[config.mk]
export PLATFORM = sky130hd
export DESIGN_NAME = inc_dec_unit_flat
export DESIGN_NICKNAME = d
export VERILOG_FILES = /design/src/rtl/inc_dec_pkg.sv /design/src/rtl/inc_dec_if.sv /design/src/rtl/inc_dec_core.sv /design/src/rtl/inc_dec_unit.sv /design/src/flat_wrapper.sv
export SDC_FILE = /design/constraint.sdc
export NUM_CORES = 1
export LEC_CHECK = 0
export ABC_CLOCK_PERIOD_IN_PS = 4850
export CORE_MARGIN = 2
export CORE_UTILIZATION = 58
export CTS_CLUSTER_DIAMETER = 40
export DETAILED_ROUTE_END_ITERATION = 10
export DONT_BUFFER_PORTS = 1
export PLACE_DENSITY = 0.84
export SLEW_MARGIN = 10
export SYNTH_ARGS = -nofsm -noshare
export SYNTH_HDL_FRONTEND = slang
export SYNTH_SLANG_ARGS = --single-unit
[constraint.sdc]
create_clock -name clk -period 4.85 [get_ports clk]
set_input_delay 0.7275 -clock clk [delete_from_list [all_inputs] [get_ports clk]]
set_output_delay 0.7275 -clock clk [all_outputs]
set_load 0.1 [all_outputs]
[src/rtl/inc_dec_pkg.sv]
// Shared encodings for the increment/decrement/count unit: opcodes and FSM states.
package inc_dec_pkg;

    typedef logic [1:0] op_t;
    localparam op_t OP_INC   = 2'b00;
    localparam op_t OP_DEC   = 2'b01;
    localparam op_t OP_COUNT = 2'b10;

    typedef logic [0:0] state_t;
    localparam state_t IDLE = 1'b0;
    localparam state_t BUSY = 1'b1;

endpackage

[src/rtl/inc_dec_if.sv]
// Request/response bundle of the inc/dec unit, plus the FSM state for observation.
interface inc_dec_if #(
    parameter int WIDTH  = 16,
    parameter int STEP_W = 4
);
    import inc_dec_pkg::*;

    // valid/ready: a transfer happens on a rising edge where both are high;
    // the producer keeps valid and payload stable until that edge.
    logic              in_valid;
    logic              in_ready;
    op_t               op;
    logic [WIDTH-1:0]  operand;
    logic [STEP_W-1:0] step;
    logic              sat_en;

    logic              out_valid;
    logic              out_ready;
    logic [WIDTH-1:0]  result;
    logic [WIDTH-1:0]  iter;
    logic              zero;
    logic              carry;
    logic              ovf;
    logic              busy;
    logic              tick;
    state_t            fsm_state;

    modport master (
        output in_valid, op, operand, step, sat_en, out_ready,
        input  in_ready, out_valid, result, iter, zero, carry, ovf, busy, tick, fsm_state
    );

    modport slave (
        input  in_valid, op, operand, step, sat_en, out_ready,
        output in_ready, out_valid, result, iter, zero, carry, ovf, busy, tick, fsm_state
    );

endinterface

[src/rtl/inc_dec_core.sv]
// Combinational add/subtract of two WIDTH-bit values with carry/borrow,
// signed-overflow detection and optional saturation.
module inc_dec_core #(
    parameter int WIDTH = 16
) (
    input  logic [WIDTH-1:0] a,
    input  logic [WIDTH-1:0] b,
    input  logic             sub,
    input  logic             sat,
    output logic [WIDTH-1:0] value,
    output logic             carry,
    output logic             ovf
);

    logic [WIDTH:0] full;

    always_comb begin
        full  = '0;
        value = '0;
        carry = 1'b0;
        ovf   = 1'b0;
        if (sub) begin
            // Bit WIDTH of the extended difference is the borrow (a < b).
            full  = {1'b0, a} - {1'b0, b};
            carry = full[WIDTH];
            ovf   = a[WIDTH-1] & ~full[WIDTH-1];
            value = (sat && carry) ? '0 : full[WIDTH-1:0];
        end else begin
            full  = {1'b0, a} + {1'b0, b};
            carry = full[WIDTH];
            ovf   = ~a[WIDTH-1] & full[WIDTH-1];
            value = (sat && carry) ? '1 : full[WIDTH-1:0];
        end
    end

endmodule

[src/rtl/inc_dec_unit.sv]
// Registered INC/DEC by a programmable step, plus a multi-cycle COUNT
// (repeated subtraction) returning iterations and remainder.
module inc_dec_unit #(
    parameter int WIDTH  = 16,
    parameter int STEP_W = 4
) (
    input  logic         clk,
    input  logic         rst,
    inc_dec_if.slave     bus
);
    import inc_dec_pkg::*;

    state_t           state;
    logic [WIDTH-1:0] cnt;
    logic [WIDTH-1:0] itr;
    logic [WIDTH-1:0] step_q;

    logic [WIDTH-1:0] result_q;
    logic [WIDTH-1:0] iter_q;
    logic             zero_q;
    logic             carry_q;
    logic             ovf_q;
    logic             out_valid_q;

    logic [WIDTH-1:0] core_a;
    logic [WIDTH-1:0] core_b;
    logic             core_sub;
    logic             core_sat;
    logic [WIDTH-1:0] core_value;
    logic             core_carry;
    logic             core_ovf;

    logic             accept;
    logic             count_done;

    // While BUSY the core is borrowed as a wrapping subtractor on the captured
    // count; its borrow doubles as the cnt < step comparison.
    always_comb begin
        core_a   = bus.operand;
        core_b   = WIDTH'(bus.step);
        core_sub = (bus.op != OP_INC);
        core_sat = bus.sat_en;
        if (state == BUSY) begin
            core_a   = cnt;
            core_b   = step_q;
            core_sub = 1'b1;
            core_sat = 1'b0;
        end
    end

    inc_dec_core #(.WIDTH(WIDTH)) u_core (
        .a     (core_a),
        .b     (core_b),
        .sub   (core_sub),
        .sat   (core_sat),
        .value (core_value),
        .carry (core_carry),
        .ovf   (core_ovf)
    );

    assign bus.in_ready  = (state == IDLE) && (!out_valid_q || bus.out_ready);
    assign accept        = bus.in_valid && bus.in_ready;
    assign count_done    = (state == BUSY) && ((step_q == '0) || core_carry);
    assign bus.busy      = (state == BUSY);
    assign bus.tick      = (state == BUSY) && !count_done;
    assign bus.fsm_state = state;

    assign bus.out_valid = out_valid_q;
    assign bus.result    = result_q;
    assign bus.iter      = iter_q;
    assign bus.zero      = zero_q;
    assign bus.carry     = carry_q;
    assign bus.ovf       = ovf_q;

    always_ff @(posedge clk) begin
        if (rst) begin
            state       <= IDLE;
            cnt         <= '0;
            itr         <= '0;
            step_q      <= '0;
            result_q    <= '0;
            iter_q      <= '0;
            zero_q      <= 1'b0;
            carry_q     <= 1'b0;
            ovf_q       <= 1'b0;
            out_valid_q <= 1'b0;
        end else begin
            if (out_valid_q && bus.out_ready) begin
                out_valid_q <= 1'b0;
            end
            case (state)
                IDLE: begin
                    if (accept) begin
                        if (bus.op == OP_COUNT) begin
                            cnt    <= bus.operand;
                            itr    <= '0;
                            step_q <= WIDTH'(bus.step);
                            state  <= BUSY;
                        end else begin
                            result_q    <= core_value;
                            iter_q      <= '0;
                            zero_q      <= (core_value == '0);
                            carry_q     <= core_carry;
                            ovf_q       <= core_ovf;
                            out_valid_q <= 1'b1;
                        end
                    end
                end
                BUSY: begin
                    if (count_done) begin
                        result_q    <= cnt;
                        iter_q      <= itr;
                        zero_q      <= (cnt == '0);
                        carry_q     <= 1'b0;
                        ovf_q       <= (step_q == '0);
                        out_valid_q <= 1'b1;
                        state       <= IDLE;
                    end else begin
                        cnt <= core_value;
                        itr <= itr + WIDTH'(1);
                    end
                end
                default: state <= IDLE;
            endcase
        end
    end

endmodule

[src/flat_wrapper.sv]
// flat-port wrapper written by rule: the top's interface ports become plain ports
module inc_dec_unit_flat import inc_dec_pkg::*;
#(
    parameter int WIDTH  = 16,
    parameter int STEP_W = 4
)
  (clk, rst, bus_in_valid, bus_op, bus_operand, bus_step, bus_sat_en, bus_out_ready, bus_in_ready, bus_out_valid, bus_result, bus_iter, bus_zero, bus_carry, bus_ovf, bus_busy, bus_tick, bus_fsm_state);
  inc_dec_if #(.WIDTH(WIDTH), .STEP_W(STEP_W)) bus_i ();
  input  logic clk;
  input  logic rst;
  input wire logic [$bits(bus_i.in_valid)-1:0] bus_in_valid;
  input wire logic [$bits(bus_i.op)-1:0] bus_op;
  input wire logic [$bits(bus_i.operand)-1:0] bus_operand;
  input wire logic [$bits(bus_i.step)-1:0] bus_step;
  input wire logic [$bits(bus_i.sat_en)-1:0] bus_sat_en;
  input wire logic [$bits(bus_i.out_ready)-1:0] bus_out_ready;
  output wire logic [$bits(bus_i.in_ready)-1:0] bus_in_ready;
  output wire logic [$bits(bus_i.out_valid)-1:0] bus_out_valid;
  output wire logic [$bits(bus_i.result)-1:0] bus_result;
  output wire logic [$bits(bus_i.iter)-1:0] bus_iter;
  output wire logic [$bits(bus_i.zero)-1:0] bus_zero;
  output wire logic [$bits(bus_i.carry)-1:0] bus_carry;
  output wire logic [$bits(bus_i.ovf)-1:0] bus_ovf;
  output wire logic [$bits(bus_i.busy)-1:0] bus_busy;
  output wire logic [$bits(bus_i.tick)-1:0] bus_tick;
  output wire logic [$bits(bus_i.fsm_state)-1:0] bus_fsm_state;
  assign bus_i.in_valid = bus_in_valid;
  assign bus_i.op = bus_op;
  assign bus_i.operand = bus_operand;
  assign bus_i.step = bus_step;
  assign bus_i.sat_en = bus_sat_en;
  assign bus_i.out_ready = bus_out_ready;
  assign bus_in_ready = bus_i.in_ready;
  assign bus_out_valid = bus_i.out_valid;
  assign bus_result = bus_i.result;
  assign bus_iter = bus_i.iter;
  assign bus_zero = bus_i.zero;
  assign bus_carry = bus_i.carry;
  assign bus_ovf = bus_i.ovf;
  assign bus_busy = bus_i.busy;
  assign bus_tick = bus_i.tick;
  assign bus_fsm_state = bus_i.fsm_state;
  inc_dec_unit #(.WIDTH(WIDTH), .STEP_W(STEP_W)) u_core (.clk(clk), .rst(rst), .bus(bus_i));
endmodule
# Word-level counts from Yosys, hierarchy flattened
# Index checks and enable logic that the tools add are counted.
# classes
n_addsub	3
n_reduce_logical	18
muxes	46
bitwise	5
n_eq_ne	6
# op_table
operator	n
$mux W16	16
$pmux W16 S2	4
$logic_not A16 Y1	3
$mux W1	20
$add A16 B16 Y17	1
$sub A16 B4 Y17	1
$add A16 B1 Y16 const B	1
$pmux W1 S2	5
$reduce_and A3 Y1	3
$logic_and A1 B1 Y1	7
$ne A2 B2 Y1 const B	3
$mux W4	1
$ne A2 B1 Y1 const B	2
$not A1 Y1	3
$and A1 B1 Y1	2
$eq A2 B2 Y1 const B	1
$logic_not A1 Y1	2
$logic_or A1 B1 Y1	2
$reduce_bool A2 Y1	1
# word_totals
inputBits	27
elab_cells	88
ff_bits	73
output_inout_bits	40

# Longest topological paths before layout
# depth
depth_word	9
ltp_mapped	20
mapped_depth_nobuf	15

# Modules after synthesis
# From an unflattened synthesis, not the netlist that was laid out.
# unflattened
hier_cells	706
area_unflattened_um2	5674.2
# by_module_without_submodules
module	instances	seq_area_each_um2	area_each_um2	cells_per_inst
inc_dec_unit	1	1461.4	3667.3	409
inc_dec_core	1	0.0	2006.9	297

# Worst setup path before layout
# No wires, ideal clock.
# synth_timing
kind	flip-flop to flip-flop
startpoint	reg u_core.state, in the netlist u_core.bus.busy
endpoint	reg u_core.itr[13]
t_arrival_ps	5395
path_slack_ps	-615
period_less_slack_ps	5465
n_path_buf	7
stages_incl_launch_ff	19
cell_sequence	dfxtp_1 buf_6 buf_2 buf_2 clkbuf_1 clkbuf_1 buf_1 mux2_2 ha_1 inv_1 fa_1 a21o_1 a21o_1 nor4_4 a21oi_4 o2111ai_1 buf_2 or3_1 a21oi_1
# synth_via
elab_chain_len	7
elab_cells_between_ends	16
classes_between	add/sub: 2; eq/ne: 3; mux: 5; bitwise: 1; reduce/logical: 5
# synth_rtl
element	line	source
start, declared	inc_dec_unit.sv:13	state_t state;
start signal, assigned	inc_dec_unit.sv:77	state <= IDLE;
start signal, assigned	inc_dec_unit.sv:98	state <= BUSY;
start signal, assigned	inc_dec_unit.sv:117	state <= IDLE;
$mux W16 or $mux W4 (tied branches)	inc_dec_unit.sv:43	if (state == BUSY) begin
$add A16 B16 Y17 or $sub A16 B4 Y17 (tied branches)	inc_dec_core.sv:29, inc_dec_core.sv:24	
$mux W1	inc_dec_core.sv:22	if (sub) begin
$logic_or A1 B1 Y1	inc_dec_unit.sv:63	assign count_done = (state == BUSY) && ((step_q == '0) || core_carry);
$logic_and A1 B1 Y1	inc_dec_unit.sv:63	
$ne A2 B2 Y1 (no line)	-	
$reduce_and A3 Y1 (no line)	-	
end signal, assigned	inc_dec_unit.sv:120	itr <= itr + WIDTH'(1);
end, declared	inc_dec_unit.sv:15	logic [WIDTH-1:0] itr;
# Parallel ways exist; a longest one is shown, timed or not.
# A chain may end at the register's enable or synchronous reset.

# Final worst setup path
# layout_timing
startpoint	reg u_core.state, in the netlist u_core.bus.busy
endpoint	reg u_core.itr[7]
# The elaborated chain is that of the path after synthesis.

==> results.md <==
* Internal power at a little over 900 uW
* Setup crit start kind: flop
* Detailed placement HPWL at approximately 10 mm
* Fin crit period at around 4200 ps
* Clock buffer count from CTS at 9
* Clock network latency to the later pin of the worst-skew pair at ~360 ps
* Antenna violations before repair at 0
* Critical Path Stages at 8
* Number of levels the H-tree was split into at 3
* Clock Pin Slew Worst Setup and Hold Paths at around 90 ps
* Number of inserted diodes at 0
* Worst min-delay path class: in2reg
* Count of cells resized by post-cts repair at 0
* Clk sinks at 73
* Number of buffers and inverters on the critical path at 1
* Average wire per standard cell at between 20 and 25 um
* Global-route wire length before repair at about 23 mm
* Capturing point of the worst reg2reg path: u_core.itr[7]
* Area added between synthesis and finish at 4.31%
* Count of final hold-check violations at 0
* Horiz. Die Dim at ~94 um
* Post-Syn Instances at between 600 and 700
* Max Fanout on Critical Path at 26
* Share of final-layout standard cells stronger than drive strength 1 at 0.0829
* Start point of the critical path: u_core.bus.busy
* Total number of vias at roughly 4,700
* Core area at between 7000 and 8000 um2
* Maximum clock skew at final layout at 13.4 ps
* Number of enable-type register cells in the synthesized netlist at 0
* Initial cell density of the core at 0.606
* Data required time of the critical path at roughly 5100 ps
* Part of the total power dissipated in combinational logic at 0.188
* Buffers from clock root to sink, at most at 2
* Aggregate negative setup slack at 0 ps
* Sequential share of power at 0.501
* Synthesized Nets at 656
* Via count of the first global-routing pass at about 4,400
* Synth Cell Area at 4730 um2
* Number of primary I/O pins at 67
* Number of search-and-repair iterations in the first detailed-routing pass at 5
* Cell family with most CP delay: compound AO/OA/AOI/OAI gates
* Die Ht at roughly 94 um
* Switching power share of the total at 0.370
* CTS hold repair buffers at 0
* Cell leakage power at ~0.0017 uW
* Gp weighted congestion at ~1.0
* CTS tree: done
* Maximum ir drop on the vdd rail at about 0.00027 V
* P_sw at 550 uW
* Delay contributed by the slowest stage of the critical path at approximately 800 ps
* Dominant register cell in the synthesized netlist: sky130_fd_sc_hd__dfxtp_1
* Status: completed
* Number of setup buffers added after CTS at 0
* Standard-cell rows at 32
* Worst rel slew slack at 0.150
* Residual DRC count at 0
* Worst-case register-to-register setup slack at around 640 ps
* Worst setup path end: u_core.itr[7]
* #FFs+latches synth at 73
* Iteration-0 DRC Markers at 416
* Max Clk Rate at 238 MHz
* Yosys warns at 0
* Number of nets in the layout at 638
* RSZ-0062 raised after global routing: false
* Number of vias per cell at ~6.7
* Number of endpoints failing setup at the final stage at 0
* Post-synthesis area per instance at about 7.7 um2
* Number of maximum-capacitance violations at 0
* Signal arrival time at the worst endpoint at between 4000 and 5000 ps
* Cell chain of the critical path: buf_4 > mux2i_1 > nand3_2 > nor4_4 > a21oi_4 > o2111ai_1 > o21ai_0 > a21oi_1
* Number of I/O port buffers at 0
* Seq/Total Area, Yosys at 0.309
* Aggregate global-route resource usage at 0.329
* Layout fillers at 692
* Slew at the pin closest to its max-slew limit at approximately 1300 ps
* Power per unit of standard cell area at ~300 nW/um2
* Root buffer cell: sky130_fd_sc_hd__clkbuf_8
* Final slew viol count at 0
* Beginning of the worst register-to-register path: u_core.bus.busy
* Setup crit end kind: flop
* Total Die Area at a little under 9000 um2
* Maximum number of pins on one net before global-route repair at 63
* Clock group share of total power at 0.311
* Hold_ws at ~420 ps
* Post-synth ARST share at 0
* Number of routed nets with antenna violations at 0
* Synth unique cells at 73
* Depth of the most critical reg-to-reg path at 8
* Category of the critical setup timing path: reg2reg
* Drt total wl at between 10 and 15 mm
* Critical Path Slowest Stage Cell: sky130_fd_sc_hd__o2111ai_1
* Aggregate global routing overflow at 0
* Final critical-path share of the clock period at 0.867
cell usage in the layout (no fill, tap or decap), types with 8 or more instances in the layout:
| cell type | synthesis | routed |
|---|---|---|
| sky130_fd_sc_hd__mux2i_1 | 18 | 18 |
| sky130_fd_sc_hd__or3_1 | 13 | 13 |
| sky130_fd_sc_hd__nor4_1 | 11 | 11 |
| sky130_fd_sc_hd__ha_1 | 11 | 11 |
| sky130_fd_sc_hd__buf_4 | 4 | 11 |
| sky130_fd_sc_hd__nor2_1 | 67 | 67 |
| sky130_fd_sc_hd__nand2_1 | 64 | 64 |
| sky130_fd_sc_hd__nor3_1 | 13 | 13 |
| sky130_fd_sc_hd__inv_1 | 17 | 17 |
| sky130_fd_sc_hd__a21oi_1 | 70 | 70 |
| sky130_fd_sc_hd__nand3_1 | 31 | 31 |
| sky130_fd_sc_hd__a211oi_1 | 18 | 18 |
| sky130_fd_sc_hd__clkbuf_8 | 0 | 9 |
| sky130_fd_sc_hd__nor2b_1 | 8 | 8 |
| sky130_fd_sc_hd__xor2_1 | 13 | 13 |
| sky130_fd_sc_hd__dfxtp_1 | 73 | 72 |
| sky130_fd_sc_hd__o21ai_0 | 18 | 18 |
| sky130_fd_sc_hd__nand4_1 | 14 | 14 |
sequential cells by signal (all words and copies together), names as in the netlist:
register,cells
u_core.bus.busy,1
u_core.itr,16
u_core.bus.out_valid,1
u_core.bus.carry,1
u_core.bus.iter,16
u_core.cnt,16
u_core.bus.ovf,1
u_core.bus.zero,1
u_core.step_q,4
u_core.bus.result,16
kinds of logic (layout without fill, tap and decap cells):
| group | after synthesis | after routing | synth area share |
|---|---|---|---|
| compound gates | 167 | 167 | 0.226 |
| xor+xnor | 20 | 20 | 0.0370 |
| fa+ha+maj | 13 | 13 | 0.0376 |
| buf+inv | 57 | 44 | 0.0553 |
| flops | 73 | 73 | 0.309 |
| mux | 23 | 23 | 0.0500 |
| simple gates | 263 | 263 | 0.285 |
power by group through the flow:
stage               clock (uW)  combinational [uW]  sequential, uW
floorplan                    0                 218             748
detailed placement           0                 271             757
finish                     462                 280             744
global route               490                 303             746
CTS                        464                 272             743
global placement             0                 266             756
synthesized netlist by cell type (all sizes together), types with 4 or more instances:
library cell / instances / area [um2]
nor2: 70 / 284
nand2: 64 / 240
or2: 4 / 25.0
a22oi: 4 / 30.0
o211ai: 7 / 52.6
nor4: 12 / 90.1
o21ai: 22 / 114
dfxtp: 73 / 1460
clkbuf: 22 / 82.6
inv: 17 / 63.8
nand3: 32 / 165
mux2: 5 / 56.3
and3: 7 / 43.8
a31oi: 6 / 37.5
ha: 11 / 138
a211o: 4 / 35.0
or3: 13 / 81.3
a211oi: 19 / 148
xor2: 13 / 114
a21o: 7 / 52.6
buf: 18 / 115
nor2b: 8 / 50.1
a21oi: 72 / 375
mux2i: 18 / 180
a21boi: 4 / 30.0
nand2b: 7 / 43.8
nor3: 14 / 81.3
xnor2: 7 / 61.3
nand4: 15 / 100
through the flow:
stage / utilization / cell area, um2 / worst slack (ps) / instances / power [uW]
after floorplan: - / 4730 / 7.51 / 616 / 966
after global placement: 0.608 / 4750 / 875 / 689 / 1020
after detailed placement: 0.608 / 4750 / 704 / 689 / 1030
after CTS: 0.632 / 4930 / 717 / 705 / 1480
after global routing: 0.632 / 4930 / 363 / 705 / 1540
final: 0.632 / 4930 / 643 / 705 / 1490
area by class of cell:
| class | count | area (um2) | area share |
|---|---|---|---|
| Clock buffer | 10 | 149 | 0.0302 |
| Sequential cell | 73 | 1470 | 0.297 |
| Timing Repair Buffer | 11 | 82.6 | 0.0167 |
| Tap cell | 102 | 128 | 0.0259 |
| Inverter | 17 | 63.8 | 0.0129 |
| Clock inverter | 6 | 38.8 | 0.00786 |
| Multi-Input combinational cell | 486 | 3010 | 0.609 |
how the worst min path moves through the flow:
stage | startpoint | depth (start not counted) | endpoint | slack [ps]
6_report | rst | 1 | u_core.bus.iter[15] | 420
5_1_grt | rst | 1 | u_core.bus.iter[15] | 420
4_1_cts | rst | 1 | u_core.bus.iter[15] | 430
3_5_place_dp | u_core.itr[15] | 2 | u_core.bus.iter[15] | 460
3_3_place_gp | u_core.itr[15] | 2 | u_core.bus.iter[15] | 450
2_1_floorplan | u_core.itr[15] | 2 | u_core.bus.iter[15] | 440
per-layer routing:
| layer | global-route usage | vias to the layer above | part of all wire |
|---|---|---|---|
| met4 | 0.123 | 0 | 0.033 |
| met5 | 0 | - | 0 |
| met2 | 0.533 | 276 | 0.46 |
| met1 | 0.430 | 2207 | 0.41 |
| met3 | 0.0698 | 45 | 0.091 |
| li1 | - | 2201 | - |
Note: power is estimated with default switching activity, not from simulation.
